### config.mk
export PLATFORM = sky130hd
export DESIGN_NAME = fetch_pc_unit_flat
export DESIGN_NICKNAME = d
export VERILOG_FILES = /design/src/rtl/fetch_pc_unit_if.sv /design/src/rtl/fetch_pc_unit.sv /design/src/flat_wrapper.sv
export SDC_FILE = /design/constraint.sdc
export NUM_CORES = 1
export LEC_CHECK = 0
export CAP_MARGIN = 20
export CORE_AREA = 8 8 123 125
export CTS_CLUSTER_DIAMETER = 50
export DETAILED_ROUTE_END_ITERATION = 8
export DIE_AREA = 0 0 131 133
export PLACE_DENSITY = 0.84
export SLEW_MARGIN = 25
export SYNTH_ARGS = -nofsm -noshare
export SYNTH_HDL_FRONTEND = slang
export SYNTH_SLANG_ARGS = --single-unit
### constraint.sdc
create_clock -name clk -period 5.7 [get_ports clk]
set_clock_uncertainty 0.05 [all_clocks]
set_input_delay 0.57 -clock clk [delete_from_list [all_inputs] [get_ports clk]]
set_output_delay 0.57 -clock clk [all_outputs]
set_load 0.1 [all_outputs]
### src/rtl/fetch_pc_unit_if.sv
// Fetch-stage bus bundle: instruction-memory req/ack, decode valid/ready and next-PC controls.
// Optional perf counter signals exist only when FETCH_PERF_CNT_EN is defined.
interface fetch_pc_unit_if
`ifdef FETCH_PERF_CNT_EN
    #(parameter int unsigned CNT_W = 32)
`endif
    ;
    logic        imem_req;
    logic [31:0] imem_addr;
    logic        imem_ack;
    logic [31:0] imem_rdata;
    logic [31:0] instr;
    logic [31:0] pc_plus4;
    logic        instr_valid;
    logic        instr_ready;
    logic [2:0]  branch;
    logic        eq;
    logic        rs_zero;
    logic        rs_neg;
    logic        jump;
    logic        jr;
    logic [31:0] jr_target;
    logic        fetch_err;
`ifdef FETCH_PERF_CNT_EN
    logic [CNT_W-1:0] perf_fetched;
    logic [CNT_W-1:0] perf_taken;
`endif

    // Fetch unit side
    modport master (
        output imem_req, imem_addr, instr, pc_plus4, instr_valid, fetch_err,
`ifdef FETCH_PERF_CNT_EN
        output perf_fetched, perf_taken,
`endif
        input  imem_ack, imem_rdata, instr_ready, branch, eq, rs_zero, rs_neg,
        input  jump, jr, jr_target
    );

    // Memory / decode environment side
    modport slave (
        input  imem_req, imem_addr, instr, pc_plus4, instr_valid, fetch_err,
`ifdef FETCH_PERF_CNT_EN
        input  perf_fetched, perf_taken,
`endif
        output imem_ack, imem_rdata, instr_ready, branch, eq, rs_zero, rs_neg,
        output jump, jr, jr_target
    );
endinterface

### src/rtl/fetch_pc_unit.sv
// Instruction fetch and next-PC resolution stage feeding the decoder.
// Define FETCH_PERF_CNT_EN to add perf_fetched/perf_taken counters.
module fetch_pc_unit #(
    parameter logic [31:0] RESET_PC = 32'h0000_0000
`ifdef FETCH_PERF_CNT_EN
    , parameter int unsigned CNT_W = 32
`endif
) (
    input  logic             clk,
    input  logic             rst_n,
    fetch_pc_unit_if.master  bus
);
    typedef enum logic [1:0] {
        S_REQ   = 2'd0,
        S_VALID = 2'd1,
        S_ERR   = 2'd2
    } state_e;

    state_e      r_state;
    logic [31:0] r_pc;
    logic [31:0] r_instr;
    logic [31:0] r_pc_plus4;
    logic        r_err;

    logic        w_taken;
    logic        w_redirect;
    logic        w_accept;
    logic [31:0] w_br_off;
    logic [31:0] w_next_pc;

    // Branch condition from decoder code and register-compare flags
    always_comb begin
        w_taken = 1'b0;
        case (bus.branch)
            3'b001:  w_taken = bus.eq;
            3'b010:  w_taken = !bus.eq;
            3'b011:  w_taken = !bus.rs_neg && !bus.rs_zero;
            3'b100:  w_taken = !bus.rs_neg;
            3'b101:  w_taken = bus.rs_neg;
            default: w_taken = 1'b0;
        endcase
    end

    assign w_br_off = {{14{r_instr[15]}}, r_instr[15:0], 2'b00};

    // Next PC priority: jr > jump > taken branch > sequential
    always_comb begin
        w_next_pc  = r_pc_plus4;
        w_redirect = 1'b0;
        if (bus.jr) begin
            w_next_pc  = bus.jr_target;
            w_redirect = 1'b1;
        end else if (bus.jump) begin
            w_next_pc  = {r_pc_plus4[31:28], r_instr[25:0], 2'b00};
            w_redirect = 1'b1;
        end else if (w_taken) begin
            w_next_pc  = r_pc_plus4 + w_br_off;
            w_redirect = 1'b1;
        end
    end

    assign w_accept = (r_state == S_VALID) && bus.instr_ready;

    always_ff @(posedge clk) begin
        if (!rst_n) begin
            r_state    <= S_REQ;
            r_pc       <= RESET_PC;
            r_instr    <= 32'h0;
            r_pc_plus4 <= 32'h0;
            r_err      <= 1'b0;
        end else begin
            case (r_state)
                S_REQ: begin
                    if (bus.imem_ack) begin
                        r_instr    <= bus.imem_rdata;
                        r_pc_plus4 <= r_pc + 32'd4;
                        r_state    <= S_VALID;
                    end
                end
                S_VALID: begin
                    if (bus.instr_ready) begin
                        r_pc <= w_next_pc;
                        if (w_next_pc[1:0] != 2'b00) begin
                            r_err   <= 1'b1;
                            r_state <= S_ERR;
                        end else begin
                            r_state <= S_REQ;
                        end
                    end
                end
                S_ERR:   r_state <= S_ERR;
                default: r_state <= S_REQ;
            endcase
        end
    end

    // Handshake outputs are forced low while reset is asserted
    assign bus.imem_req    = rst_n && (r_state == S_REQ);
    assign bus.instr_valid = rst_n && (r_state == S_VALID);
    assign bus.imem_addr   = r_pc;
    assign bus.instr       = r_instr;
    assign bus.pc_plus4    = r_pc_plus4;
    assign bus.fetch_err   = r_err;

`ifdef FETCH_PERF_CNT_EN
    logic [CNT_W-1:0] r_perf_fetched;
    logic [CNT_W-1:0] r_perf_taken;

    always_ff @(posedge clk) begin
        if (!rst_n) begin
            r_perf_fetched <= '0;
            r_perf_taken   <= '0;
        end else if (w_accept) begin
            r_perf_fetched <= r_perf_fetched + CNT_W'(1);
            if (w_redirect) begin
                r_perf_taken <= r_perf_taken + CNT_W'(1);
            end
        end
    end

    assign bus.perf_fetched = r_perf_fetched;
    assign bus.perf_taken   = r_perf_taken;
`endif
endmodule

### src/flat_wrapper.sv
// flat-port wrapper written by rule: the top's interface ports become plain ports
module fetch_pc_unit_flat 
#(
    parameter logic [31:0] RESET_PC = 32'h0000_0000

)
  (clk, rst_n, bus_imem_req, bus_imem_addr, bus_instr, bus_pc_plus4, bus_instr_valid, bus_fetch_err, bus_imem_ack, bus_imem_rdata, bus_instr_ready, bus_branch, bus_eq, bus_rs_zero, bus_rs_neg, bus_jump, bus_jr, bus_jr_target);
  fetch_pc_unit_if bus_i ();
  input  logic clk;
  input  logic rst_n;
  output wire logic [$bits(bus_i.imem_req)-1:0] bus_imem_req;
  output wire logic [$bits(bus_i.imem_addr)-1:0] bus_imem_addr;
  output wire logic [$bits(bus_i.instr)-1:0] bus_instr;
  output wire logic [$bits(bus_i.pc_plus4)-1:0] bus_pc_plus4;
  output wire logic [$bits(bus_i.instr_valid)-1:0] bus_instr_valid;
  output wire logic [$bits(bus_i.fetch_err)-1:0] bus_fetch_err;
  input wire logic [$bits(bus_i.imem_ack)-1:0] bus_imem_ack;
  input wire logic [$bits(bus_i.imem_rdata)-1:0] bus_imem_rdata;
  input wire logic [$bits(bus_i.instr_ready)-1:0] bus_instr_ready;
  input wire logic [$bits(bus_i.branch)-1:0] bus_branch;
  input wire logic [$bits(bus_i.eq)-1:0] bus_eq;
  input wire logic [$bits(bus_i.rs_zero)-1:0] bus_rs_zero;
  input wire logic [$bits(bus_i.rs_neg)-1:0] bus_rs_neg;
  input wire logic [$bits(bus_i.jump)-1:0] bus_jump;
  input wire logic [$bits(bus_i.jr)-1:0] bus_jr;
  input wire logic [$bits(bus_i.jr_target)-1:0] bus_jr_target;
  assign bus_imem_req = bus_i.imem_req;
  assign bus_imem_addr = bus_i.imem_addr;
  assign bus_instr = bus_i.instr;
  assign bus_pc_plus4 = bus_i.pc_plus4;
  assign bus_instr_valid = bus_i.instr_valid;
  assign bus_fetch_err = bus_i.fetch_err;
  assign bus_i.imem_ack = bus_imem_ack;
  assign bus_i.imem_rdata = bus_imem_rdata;
  assign bus_i.instr_ready = bus_instr_ready;
  assign bus_i.branch = bus_branch;
  assign bus_i.eq = bus_eq;
  assign bus_i.rs_zero = bus_rs_zero;
  assign bus_i.rs_neg = bus_rs_neg;
  assign bus_i.jump = bus_jump;
  assign bus_i.jr = bus_jr;
  assign bus_i.jr_target = bus_jr_target;
  fetch_pc_unit #(.RESET_PC(RESET_PC)) u_core (.clk(clk), .rst_n(rst_n), .bus(bus_i));
endmodule
# ---- Word level (Yosys, flattened, before mapping)
# Index checks and enable logic that the tools add are counted.
dict set report word_totals {
  out_inout_bits 99
  input_bits 76
  ff_bits 99
  wordCells 36
}
dict set report classes {
  n_reduce_logical 12
  eq_ne 9
  mux 8
  n_addsub 2
}
# op n
set op_table {}
lappend op_table {{$mux 32} 3}
lappend op_table {{$add 32x3->32 const B} 1}
lappend op_table {{$add 32x32->32} 1}
lappend op_table {{$eq 3x2->1 const B} 2}
lappend op_table {{$eq 3x3->1 const B} 2}
lappend op_table {{$mux 2} 3}
lappend op_table {{$pmux 2 s3} 1}
lappend op_table {{$reduce_and 2->1} 3}
lappend op_table {{$pmux 1 s5} 1}
lappend op_table {{$ne 2x2->1 const B} 2}
lappend op_table {{$eq 3x1->1 const B} 1}
lappend op_table {{$logic_and 1x1->1} 3}
lappend op_table {{$logic_not 1->1} 3}
lappend op_table {{$reduce_and 3->1} 1}
lappend op_table {{$eq 2x1->1 const B} 1}
lappend op_table {{$eq 2x2->1 const B} 1}
lappend op_table {{$logic_not 2->1} 1}
lappend op_table {{$reduce_bool 2->1} 1}

# ---- Logic depth before layout (Yosys ltp)
dict set report logic_depth {
  ltp_word 10
  mapped_depth 11
  depth_no_buf 11
}

# ---- Least setup slack after synthesis
# Ideal clock, no wire load.
dict set report synth_path {
  kind {reg-to-reg}
  startpoint {register u_core.r_instr[15] (netlist: u_core.bus.instr[15])}
  endpoint {register u_core.r_pc[22] (netlist: u_core.bus.imem_addr[22])}
  arrival_ns 3.333
  setup_ns 0.066
  synth_period_minus_slack_ns 3.449
  n_path_buf 1
  setup_slack_ns 2.251
  t_required_ns 5.584
  path_stages_with_launch 12
  path_cell_list {dfxtp_1 > ha_1 > clkbuf_1 > a21o_1 > o21bai_1 > a21o_1 > a211o_1 > o21ai_1 > xor2_1 > a211o_1 > a21oi_1 > nand3b_1}
}
dict set report synth_via {
  elab_chain_len 4
}
# item line_no
set synth_lines {}
lappend synth_lines {{start: declaration} fetch_pc_unit.sv:21} ;# logic [31:0] r_instr;
lappend synth_lines {{start signal: assignment} fetch_pc_unit.sv:75} ;# r_instr <= bus.imem_rdata;
lappend synth_lines {{$add 32x32->32} fetch_pc_unit.sv:57} ;# w_next_pc = r_pc_plus4 + w_br_off;
lappend synth_lines {{$mux 32} fetch_pc_unit.sv:56} ;# end else if (w_taken) begin
lappend synth_lines {{$mux 32} fetch_pc_unit.sv:53} ;# end else if (bus.jump) begin
lappend synth_lines {{$mux 32} fetch_pc_unit.sv:50} ;# if (bus.jr) begin
lappend synth_lines {{end signal: assignment} fetch_pc_unit.sv:82} ;# r_pc <= w_next_pc;
lappend synth_lines {{end: declaration} fetch_pc_unit.sv:20} ;# logic [31:0] r_pc;
# Every way passes these cells.
# A chain may end at the register's enable or synchronous reset.

# ---- Final worst setup path
dict set report layout_path {
  startpoint {input rst_n}
  endpoint {output bus_imem_req}
}
dict set report layout_via {
  elab_chain_len 1
}
# item line_no
set layout_lines {}
lappend layout_lines {{start: declaration} flat_wrapper.sv:10} ;# input logic rst_n;
lappend layout_lines {{$logic_and 1x1->1} fetch_pc_unit.sv:98} ;# assign bus.imem_req = rst_n && (r_state == S_REQ);
lappend layout_lines {{end: declaration} flat_wrapper.sv:11} ;# output wire logic [$bits(bus_i.imem_req)-1:0] bus_imem_req;
# Every way passes these cells.

==> out/results.env <==
CTS.REPAIR_TIMING.SETUP_BUFFER_COUNT=0
MAPPEDNETLISTNETS=954
ROUTE.MET3.WL_MM=1.85
CRITPATHARRIVALTIME_PS=2660
WORST_HOLD_PATH_TYPE='reg -> reg'
CP_MAX_FO=65
TOTAL_SETUP_VIOLATIONS_REPORTED_AT_THE_END_OF_THE_FLOW=0
NUMBER_OF_BUFFER_CELLS_ADDED_ON_PRIMARY_PORTS=174
SETUP.WORST_PATH.START='rst_n'
AVGVIACOUNTPERCELL=5.89
DRT-WIRELENGTH-PER-CELL_UM=18.7
AREAGROWTHSYNTHTOFINISH_PCT=33.3
FINAL_CORE_UTILIZATION_PCT=65.0
STANDARD_CELL_WITH_THE_MAXIMUM_STAGE_DELAY_ON_THE_CRITICAL_PATH='sky130_fd_sc_hd__clkdlybuf4s50_1'
DIE_WIDTH_UM=131
SYNTH.DISTINCT_CELLS=65
INITIAL_ANTENNA_VIOLATION_COUNT=1
LEAKAGE_uW=0.00351
FLOORPLAN.IO_PINS=175
REG2REGPATHDEPTH=10
TIMING.RR.END='u_core.bus.imem_addr[26]'
PERIOD_MINUS_SLACK_PS=3280
SEQUENTIAL_ELEMENT_SHARE_OF_THE_SYNTHESIZED_AREA_PCT=31.0
SYNTH_SEQ_CELLS=99
POWER_PER_CELL_AREA_mW_PER_MM2=259
FIRSTDRTPASSITERS=6
FLOORPLAN.INITIALDENSITY_PCT=48.8
WL_MET2_MM=10.4
WORST_SETUP_PATH_START_KIND='input port'
CLK_PIN_SLEW_WORST_PATHS_PS=70
VIAS_IN_THE_FIRST_GLOBAL_ROUTE=6619
CRIT_CELLS=5
CRITPATHCAPTURE='bus_imem_req'
CTS.PATH.MAX_BUFFERS=2
SYNTH.YOSYS.WARNINGS=0
DIE_H_UM=133
WORSTSETUPENDPOINTTYPE='output port'
WORST_PATH_BUFFER_PLUS_INVERTER_COUNT=3
TIGHTESTPINTRANSITION_PS=1070
GRT_OVERFLOW=0
RELATIVE_SLEW_MARGINS_PCT=28.6
POSTSYNTHAREAPERCELL_UM2=7.54
INSERTED_CLOCK_BUFFERS=9
TRITONCTS='yes'
SYN_INST=847
ROUTABILITYCONGESTION=0.980
MAX_STAGE_DELAY_PS=1140
SYN-CELL-AREA_MM2=0.00638
CELL_BY_CELL_TRACE_OF_THE_CRITICAL_PATH='buf_2 -> buf_4 -> nand2b_1 -> nor2_1 -> clkdlybuf4s50_1'
CRIT_PATH_KIND='in -> out'
HOLD_BUFFERS=0
POSTSYNTH.ASYNCRESETSHARE_PCT=0
DRV_SLEW=0
GRT_START_MAX_NET_PINS=66
VIA_COUNT=6901
FINAL-HOLD-VIOLATION-COUNT=0
CLOCK.FMAX_MHz=305
ROUTED_WIRE_LENGTH_MM=22.0
FIRST_PASS_GRT_WIRE_LENGTH_MM=34.7
STD_CELL_ROWS=42
CTS_RESIZED=0
FF2FF_SETUP_SLACK_PS=2540
MAX-CAP-VIOLATIONS=0
RUN_STATUS='finished clean'
SETUP_SLACK_PS=2420
SYNTHFLOPTYPE='sky130_fd_sc_hd__dfxtp_1'
CLOCK-SINKS=99
FP.COREAREA_MM2=0.0131
DESIGN.FINAL.NETS=1096
SYNTH_EDF_COUNT=0
WL_MET1_MM=9.13
ANT_NETS=0
TOTAL_POWER_uW=2200
POST_ROUTE_CELLS_DRIVE_ABOVE_1_SHARE_PCT=4.33
DRC=0
DP_SLACK_PS=2260
GRT_SETUP_UNREPAIRED='no'
CLOCK_LATENCY_PS=360
REQUIRED_PS=5080
HIGHEST_SIGNAL_LAYER_IN_THE_ROUTED_DESIGN='met4'
CELL_TYPE_GROUP_WITH_THE_LARGEST_TOTAL_DELAY_ON_THE_CRITICAL_PATH='buffers and inverters'
WORST_R2R_STARTPOINT='u_core.bus.instr[15]'
DPL.HPWL_MM=15.8
DIEAREA_MM2=0.0174
DETAILEDROUTE.FIRSTITERATIONVIOLATIONS=442
CTS.HTREE.LEVELS=3
GLOBAL_ROUTE.USAGE.TOTAL_PCT=25.0
PERIOD_SHARE_PCT=57.5
CTS_ROOT_BUFFER='sky130_fd_sc_hd__clkbuf_16'
SETUP-TNS-FINAL_PS=0
VDD_IR_DROP_MAX_mV=0.138
[cells in the final DEF (no fill, tap or decap), drive strengths merged, types with 12 or more instances in the layout]
| cell type | instances |
|---|---|
| xnor2 | 15 |
| inv | 13 |
| ha | 30 |
| nand3 | 22 |
| a21boi | 18 |
| a211oi | 14 |
| dfxtp | 99 |
| clkdlybuf4s50 | 172 |
| a21oi | 83 |
| nor2 | 57 |
| and3 | 21 |
| xor2 | 30 |
| nand2 | 162 |
| o211ai | 16 |
| a21o | 12 |
| o21ai | 59 |
| o211a | 25 |
[synthesized netlist by cell type, drive strengths merged, types with 9 or more instances]
| library cell | number | area share (%) |
|---|---|---|
| clkbuf | 49 | 2.9 |
| xor2 | 30 | 4.1 |
| a21boi | 18 | 2.1 |
| nor2 | 57 | 3.4 |
| inv | 13 | 0.76 |
| nand3 | 22 | 1.8 |
| o211a | 25 | 3.9 |
| ha | 30 | 5.9 |
| o21ai | 59 | 4.6 |
| a211oi | 14 | 1.7 |
| nor3 | 9 | 0.71 |
| or3 | 9 | 0.88 |
| dfxtp | 99 | 31 |
| and3 | 21 | 2.1 |
| nand4 | 10 | 0.98 |
| a21oi | 83 | 6.5 |
| nand2 | 162 | 9.5 |
| o211ai | 16 | 1.9 |
| a21o | 12 | 1.4 |
| xnor2 | 15 | 2.1 |
[layout make-up]
cell class,instances,area (um^2)
multi-input cells,681,4160
repair buffers,183,1800
clock buffers,11,253
fillers,1140,4580
flip-flops and latches,99,1980
inverters,15,56.3
diodes,1,2.50
clock inverters,5,37.5
well taps,176,220
[worst reg2reg max path, delay by kind of cell, from the launching register on]
kind / cells / cell delay (ps)
AOI/OAI and AO/OA: 7 / 1450
and+or+nand+nor: 1 / 100
DFF: 1 / 850
adders and majority gates: 1 / 440
xor gates and xnor gates: 1 / 150
[layer usage]
metal | track usage (%) | vias up
met5 | 0 | -
met4 | 10.4 | 0
met3 | 5.87 | 38
met2 | 40.5 | 285
met1 | 30.7 | 3232
li1 | - | 3346
[sequential cells by signal (all words and copies together), names as in the netlist]
register / count
u_core.bus.fetch_err: 1
u_core.bus.imem_addr: 32
u_core.bus.instr: 32
u_core.bus.pc_plus4: 32
u_core.r_state: 2
[through the flow]
stage	hold WS, ps	instance area, um^2	std cells
after detailed placement	404	8220	1154
final	415	8510	1171
after global placement	396	8220	1154
after global routing	442	8510	1171
after floorplan	426	6380	847
after CTS	417	8510	1170
[power by group]
group	total, uW	switching, uW	leakage [uW]	internal, uW
sequential	799	61.0	0.000812	738
clock	604	283	0.000138	321
combinational	797	563	0.00256	234
total	2200	908	0.00351	1290
[cells by family (layout without fill, tap and decap cells)]
group,count (synthesis),after routing,synth area share (%)
muxes,6,6,1.04
adders and majority gates,31,31,6.19
buffers and inverters,67,214,3.98
DFF,99,99,31.0
other,0,1,0
xor gates and xnor gates,45,45,6.17
and+or+nand+nor,316,316,22.1
AOI/OAI and AO/OA,283,283,29.5
[worst min path at each step]
stage                         start              endpoint  slack [ps]  cells after the start
2_1_floorplan     u_core.r_state[0]     u_core.r_state[0]         430                      2
3_3_place_gp   u_core.bus.fetch_err  u_core.bus.fetch_err         400                      1
3_5_place_dp   u_core.bus.fetch_err  u_core.bus.fetch_err         400                      1
4_1_cts        u_core.bus.instr[26]  u_core.bus.instr[26]         420                      2
5_1_grt        u_core.bus.instr[30]  u_core.bus.instr[30]         440                      2
6_report       u_core.bus.instr[27]  u_core.bus.instr[27]         410                      2
(Power assumes the default switching activity.)
